==> src/rtl/wb_pkg.sv <==
// Shared encodings for the MEM/WB writeback select stage.
package wb_pkg;

    // Destination register select
    typedef enum logic [1:0] {
        REGDST_RT   = 2'b00,
        REGDST_RD   = 2'b01,
        REGDST_LINK = 2'b10,
        REGDST_RSVD = 2'b11
    } regdst_e;

    // Writeback data source indices
    localparam int unsigned SRC_ALU  = 0;
    localparam int unsigned SRC_MEM  = 1;
    localparam int unsigned SRC_LINK = 2;
    localparam int unsigned SRC_LUI  = 3;

    // Load access size; 2'b11 is treated as a word
    typedef enum logic [1:0] {
        LD_WORD = 2'b00,
        LD_HALF = 2'b01,
        LD_BYTE = 2'b10
    } ld_size_e;

endpackage

==> src/rtl/wb_load_ext.sv <==
// Combinational load extractor: picks byte/half at the load offset and extends it.
module wb_load_ext
    import wb_pkg::*;
#(
    parameter int unsigned DATA_W = 32
) (
    input  logic [DATA_W-1:0] mem_data,
    input  logic [1:0]        ld_size,
    input  logic              ld_signed,
    input  logic [1:0]        ld_off,
    output logic [DATA_W-1:0] ext_data
);

    logic [7:0]  byte_c;
    logic [15:0] half_c;

    // Lane pick; halfwords are aligned on ld_off[1]
    always_comb begin
        byte_c = mem_data[{ld_off, 3'b000} +: 8];
        half_c = mem_data[{ld_off[1], 4'b0000} +: 16];
    end

    // Size-dependent sign/zero extension
    always_comb begin
        ext_data = mem_data;
        case (ld_size)
            LD_BYTE: ext_data = {{(DATA_W-8){ld_signed & byte_c[7]}}, byte_c};
            LD_HALF: ext_data = {{(DATA_W-16){ld_signed & half_c[15]}}, half_c};
            default: ext_data = mem_data;
        endcase
    end

endmodule

==> src/rtl/wb_select_stage.sv <==
// MEM/WB writeback stage: selects destination and data, registers them for
// one cycle, and exposes forwarding hits and a retired-write counter.
// Optional: define WB_LOAD_EXT_EN to route source 1 through wb_load_ext.
module wb_select_stage
    import wb_pkg::*;
#(
    parameter int unsigned DATA_W   = 32,
    parameter int unsigned REG_AW   = 5,
    parameter int unsigned NUM_SRC  = 4,
    parameter int unsigned SEL_W    = $clog2(NUM_SRC),
    parameter int unsigned LINK_REG = 31
) (
    input  logic                      clk,
    input  logic                      rst,
    input  logic                      in_valid,
    input  logic                      stall,
    input  logic                      flush,
    input  logic                      reg_write,
    input  logic [1:0]                reg_dst,
    input  logic [REG_AW-1:0]         rt_addr,
    input  logic [REG_AW-1:0]         rd_addr,
    input  logic [SEL_W-1:0]          data_sel,
    input  logic [NUM_SRC*DATA_W-1:0] src_data,
    input  logic [1:0]                ld_size,
    input  logic                      ld_signed,
    input  logic [1:0]                ld_off,
    input  logic [REG_AW-1:0]         qa_addr,
    input  logic [REG_AW-1:0]         qb_addr,
    output logic                      wb_valid,
    output logic                      wb_we,
    output logic [REG_AW-1:0]         wb_addr,
    output logic [DATA_W-1:0]         wb_data,
    output logic                      fwd_a_hit,
    output logic                      fwd_b_hit,
    output logic                      illegal_sel,
    output logic [31:0]               retire_cnt
);

    localparam int unsigned CNT_W = 32;

    logic [DATA_W-1:0] mem_data_c;
    logic [DATA_W-1:0] sel_data_c;
    logic              sel_ok_c;
    logic [REG_AW-1:0] dest_c;
    logic              dst_ok_c;
    logic              legal_c;
    logic              we_next_c;
    logic              commit_c;

`ifdef WB_LOAD_EXT_EN
    wb_load_ext #(
        .DATA_W(DATA_W)
    ) u_load_ext (
        .mem_data (src_data[SRC_MEM*DATA_W +: DATA_W]),
        .ld_size  (ld_size),
        .ld_signed(ld_signed),
        .ld_off   (ld_off),
        .ext_data (mem_data_c)
    );
`else
    logic unused_ld;
    assign mem_data_c = src_data[SRC_MEM*DATA_W +: DATA_W];
    assign unused_ld  = ^{ld_size, ld_signed, ld_off};
`endif

    // Source mux; an out-of-range select yields zero data and flags illegal
    always_comb begin
        sel_data_c = '0;
        sel_ok_c   = 1'b0;
        for (int unsigned i = 0; i < NUM_SRC; i++) begin
            if (data_sel == SEL_W'(i)) begin
                sel_ok_c   = 1'b1;
                sel_data_c = (i == SRC_MEM) ? mem_data_c : src_data[i*DATA_W +: DATA_W];
            end
        end
    end

    // Destination decode; the reserved encoding targets r0 so nothing is written
    always_comb begin
        dest_c   = '0;
        dst_ok_c = 1'b1;
        case (reg_dst)
            REGDST_RT:   dest_c = rt_addr;
            REGDST_RD:   dest_c = rd_addr;
            REGDST_LINK: dest_c = REG_AW'(LINK_REG);
            default: begin
                dest_c   = '0;
                dst_ok_c = 1'b0;
            end
        endcase
    end

    assign legal_c   = sel_ok_c & dst_ok_c;
    assign we_next_c = in_valid & reg_write & (dest_c != '0) & legal_c;
    assign commit_c  = wb_we & ~stall & ~flush;

    // Stage register: rst > flush > stall > load
    always_ff @(posedge clk) begin
        if (rst) begin
            wb_valid    <= 1'b0;
            wb_we       <= 1'b0;
            wb_addr     <= '0;
            wb_data     <= '0;
            illegal_sel <= 1'b0;
        end else if (flush) begin
            wb_valid    <= 1'b0;
            wb_we       <= 1'b0;
            illegal_sel <= 1'b0;
        end else if (!stall) begin
            wb_valid    <= in_valid;
            wb_we       <= we_next_c;
            wb_addr     <= dest_c;
            wb_data     <= sel_data_c;
            illegal_sel <= in_valid & ~legal_c;
        end
    end

    // Retired-write counter: a held write commits when the stage advances
    always_ff @(posedge clk) begin
        if (rst) begin
            retire_cnt <= '0;
        end else if (commit_c) begin
            retire_cnt <= retire_cnt + CNT_W'(1);
        end
    end

    assign fwd_a_hit = wb_we && (wb_addr == qa_addr) && (wb_addr != '0);
    assign fwd_b_hit = wb_we && (wb_addr == qb_addr) && (wb_addr != '0);

endmodule
==> config.mk <==
export PLATFORM = sky130hd
export DESIGN_NAME = wb_select_stage
export DESIGN_NICKNAME = d
export VERILOG_FILES = /design/src/rtl/wb_pkg.sv /design/src/rtl/wb_load_ext.sv /design/src/rtl/wb_select_stage.sv
export SDC_FILE = /design/constraint.sdc
export NUM_CORES = 1
export LEC_CHECK = 0
export BUFFER_PORTS_ARGS = -buffer_cell sky130_fd_sc_hd__buf_2
export CORE_UTILIZATION = 45
export CTS_BUF_LIST = sky130_fd_sc_hd__clkbuf_8
export CTS_CLUSTER_DIAMETER = 150
export CTS_CLUSTER_SIZE = 25
export DETAILED_ROUTE_END_ITERATION = 10
export GPL_TIMING_DRIVEN = 0
export PLACE_DENSITY = 0.83
export RECOVER_POWER = 100
export SLEW_MARGIN = 5
export SYNTH_ARGS = -nofsm -noshare
export SYNTH_HDL_FRONTEND = slang
export SYNTH_SLANG_ARGS = --single-unit
==> constraint.sdc <==
create_clock -name clk -period 2.72 [get_ports clk]
set_input_delay 0.272 -clock clk [delete_from_list [all_inputs] [get_ports clk]]
set_output_delay 0.272 -clock clk [all_outputs]
set_load 0.01 [all_outputs]
**Word level (Yosys, flattened, before mapping)**

Index checks and enable logic that the tools add are counted.

- Register bits: 72
- Bits of input ports: 163
- Output and inout port bits: 74
- Logic and storage cells: 45

- $add $sub $neg: 1
- Equality and inequality tests: 7
- Multiplexer cells: 10
- Bitwise operators: 10
- Reductions and logical operators: 11

Operator list:

| operator | count |
|---|---|
| 32-bit 2-to-1 mux | 4 |
| 32-bit by 1-bit adder with 32-bit output, second input constant | 1 |
| 5-bit one-hot mux with 3 select lines | 1 |
| 5-bit equality test | 2 |
| 5-bit nonzero test | 2 |
| 1-bit bitwise AND | 7 |
| 2-bit equality test, second input constant | 3 |
| 1-bit 2-to-1 mux | 5 |
| 2-bit by 1-bit equality test with 1-bit output, second input constant | 2 |
| 1-bit logical AND | 4 |
| 2-bit logical NOT | 2 |
| 1-bit NOT | 3 |
| 3-bit OR reduction | 1 |
| 2-bit AND reduction | 1 |
| 2-bit OR reduction | 1 |

**Depth between registers and ports, before layout**

- Word-level depth: 8
- Gate-level depth with buffers: 7
- Gate-level depth less buffers: 5

**Worst setup path after synthesis**

Ideal clock, no wire load.

- Path type: in2reg
- Start point: input flush
- End point: register retire_cnt[25]
- Library setup time: 0.123 ns
- Arrival: 1.917 ns
- Path slack: 0.679 ns
- Stages on the path: 6
- Buffers on the path: 2
- Path through: buf_2 nor4bb_1 or4b_4 buf_2 nor4_1 mux2_1

- Cells in the longest elaborated chain, start to end: 2

RTL lines:

| what | line | text |
|---|---|---|
| start, declared | wb_select_stage.sv:17 | `input logic flush,` |
| 1-bit NOT (no line) | -- |  |
| 1-bit bitwise AND | wb_select_stage.sv:95 | `assign commit_c = wb_we & ~stall & ~flush;` |
| end signal, assigned | wb_select_stage.sv:123 | `retire_cnt <= retire_cnt + CNT_W'(1);` |
| end, declared | wb_select_stage.sv:36 | `output logic [31:0] retire_cnt` |

No other way between the ends.
A chain may end at the register's enable or synchronous reset.

**Worst setup path after layout**

- Start point: register retire_cnt[6]
- End point: register retire_cnt[27]

- Cells in the longest elaborated chain, start to end: 1

RTL lines:

| what | line |
|---|---|
| 32-bit by 1-bit adder with 32-bit output | wb_select_stage.sv:123 |

No other way between the ends.

==> out/results.ini <==
[outcome]
status=finished clean

[synthesis]
yosysSeqAreaShare_pct=36.5
synth_seq_cells=72
synthFlopType=dfxtp_1
synth_edf_count=0
async_flop_share_pct=0
syn_avg_cell_area_um2=9.13
ys.warnings.count=0
synth_cell_type_count=38
synthCells=432
synth_fp_nets=596
syn_area_um2=3950

[drt]
ant_nets=0
vias_per_cell=5.58
drt_iter0_markers=117
wirelength_um=12700
wl_per_cell_um=16.3
dr.pass1.iters=4
drc_errors=0
num_vias=4356

[placed_design]
dpl.hpwl_um=10300
gp_congestion=0.851
place_ws_ns=0.451
io_buffers=226

[floorplanning]
die_w_um=95.6
num_rows=33
initial_utilization_pct=47.3
die-area_um2=9150
io_pins=237
dieHeight_um=95.6
core_area_um2=8340

[clock_tree]
cts.sinks=72
cts_root_buf=clkbuf_8
cts_buffers=9
cts_tree=built
path_clk_slew_ns=0.08
hold_buffers=0
cts_resized=0
cts_buffer_depth=2
cts.htree.levels=3
postCtsSetupBuffers=0
clock_latency_ns=0.34

[setup_path]
cp_top_family=simple AND/OR/NAND/NOR gates
worst-path-stages=5
ff2ff_path_depth=5
path_class=flip-flop to flip-flop
path_buf_inv=1
cp-end-kind=flip-flop
startpoint=retire_cnt[6]
cp_data_required_time_ns=2.95
crit_slowest_cell=or4b_1
r2r-start=retire_cnt[6]
cp.arrival_ns=2.58
cpPeakStageDelay_ns=0.60
path_cells=nand4_1 -> or4b_1 -> clkbuf_1 -> nor4b_1 -> mux2_1
critPathLaunchType=flip-flop
crit_fanout=10

[timing]
fin_worst_skew_ns=0.00963
max_freq_ghz=0.426
setup_slack_ns=0.371
tightest_slew_ns=0.773
hold_viol_final=0
slew_viol_final=0
finalSetupTns_ns=0
rsz0062_at_grt=no
fin_crit_sh_pct=86.3
slew_headroom_pct=48.4
min_period_ns=2.35
setup_viol=0

[global_route]
grt_max_degree=13
grtUsageTotal_pct=28.2
grt_overflow=0
grt_pass1_vias=4124
grt_pass1_wl_um=19600
antenna_found_initial=1

[power_and_ir_drop]
power_leakage_nw=2.01
ir_drop_v=0.000255
p_total_w=0.00228
powerDensity_nw_per_um2=432

[layout]
nNetsFinal=833
syn_to_final_growth_pct=33.8
layout-drive-gt1-share_pct=30.7

[hold_path]
hold_depth=3
min_path_type=input pin to flip-flop
min_from=reg_write

[flow_run]
drv_cap=0

==> cells in the mapped netlist (2+ instances only) <==
library cell | n | share of area [%]
a21oi_1 | 54 | 6.9
and3_1 | 2 | 0.32
and4_1 | 4 | 0.89
buf_2 | 5 | 0.63
buf_6 | 2 | 0.57
clkbuf_1 | 24 | 2.3
dfxtp_1 | 72 | 37
inv_1 | 4 | 0.38
mux2_1 | 4 | 1.1
mux2_2 | 2 | 0.57
mux4_2 | 32 | 18
nand2_1 | 85 | 8.1
nand3_1 | 13 | 1.6
nand4_1 | 12 | 1.9
nor2_1 | 25 | 2.4
nor2b_1 | 7 | 1.1
nor3_1 | 4 | 0.51
nor4_1 | 11 | 1.7
o21ai_0 | 6 | 0.76
o2bb2ai_1 | 4 | 0.89
o31ai_1 | 11 | 2.1
or3_1 | 4 | 0.63
or4_1 | 12 | 2.3
xnor2_1 | 12 | 2.7
xor2_1 | 8 | 1.8
==> flip-flops by register name, indices dropped and copies added, names as in the netlist <==
register / flops
illegal_sel: 1
retire_cnt: 32
wb_addr: 5
wb_data: 32
wb_valid: 1
wb_we: 1
==> final timing paths <==
| kind | to | slack [ns] |
|---|---|---|
| worst min-delay path | wb_we | 0.20 |
| worst max register to register | retire_cnt[27] | 0.37 |
| worst min register to register | wb_data[29] | 0.45 |
| worst max-delay path | retire_cnt[27] | 0.37 |
==> layout by cell type (no fill, tap or decap), types with 2 or more instances in the layout <==
cell type and count:
a21oi_1 54, and3_1 2, and4_1 4, buf_2 154
clkbuf_1 103, clkbuf_8 11, clkinvlp_4 2, dfxtp_1 72
inv_1 5, mux2_1 4, mux2_2 2, mux4_2 32
nand2_1 85, nand3_1 13, nand4_1 12, nor2_1 25
nor2b_1 7, nor3_1 4, nor4_1 11, o21ai_0 6
o2bb2ai_1 4, o31ai_1 11, or3_1 4, or4_1 12
xnor2_1 12, xor2_1 8
==> worst reg2reg max path, delay by kind of cell (launching register included) <==
kind                   cells  cell delay, ns
and+or+nand+nor            3            1.20
DFF                        1            0.45
buffers and inverters      1            0.25
muxes                      1            0.35
==> per-layer routing <==
metal  vias to the layer above  GRT usage (%)  share of wire (%)
li1                       2071              -                  -
met1                      2075           31.0                 36
met2                       188           52.6                 55
met3                        22           5.90                6.8
met4                         0           11.1                2.4
met5                         -              0                  0
==> final cells by class <==
class / instances / area [µm²]
Antenna cell: 1 / 2.50
Buffer: 32 / 131
Clock buffer: 11 / 151
Clock inverter: 5 / 32.5
Fill cell: 769 / 3060
Inverter: 4 / 15.0
Multi-Input combinational cell: 324 / 2340
Sequential cell: 72 / 1440
Tap cell: 105 / 131
Timing Repair Buffer: 226 / 1040
==> cell families (layout without fill, tap and decap cells) <==
family,count (synthesis),in the layout,share of synthesized area [%]
xor+xnor,20,20,4.44
mux,38,38,20.0
compound gates,79,79,11.4
simple gates,186,186,23.3
fa+ha+maj,1,1,0.317
buf+inv,36,278,3.96
other cells,0,1,0
flops,72,72,36.5
==> through the flow <==
| step | instances | utilization [%] | hold slack, ns | cell area (µm²) |
|---|---|---|---|---|
| after floorplan | 432 | - | 0.425 | 3950 |
| after global placement | 763 | 62.4 | 0.440 | 5210 |
| after detailed placement | 763 | 62.4 | 0.443 | 5210 |
| after CTS | 779 | 64.6 | 0.188 | 5390 |
| after global routing | 780 | 63.3 | 0.221 | 5280 |
| final | 780 | 63.3 | 0.203 | 5280 |
==> power by group <==
| group | total (W) | leakage [nW] | switching [W] | internal (W) |
|---|---|---|---|---|
| Sequential | 0.00110 | 0.584 | 0.0000206 | 0.00108 |
| Clock | 0.000786 | 0.0927 | 0.000408 | 0.000378 |
| Combinational | 0.000387 | 1.34 | 0.000180 | 0.000207 |
Power figures use the tool's default switching activity.
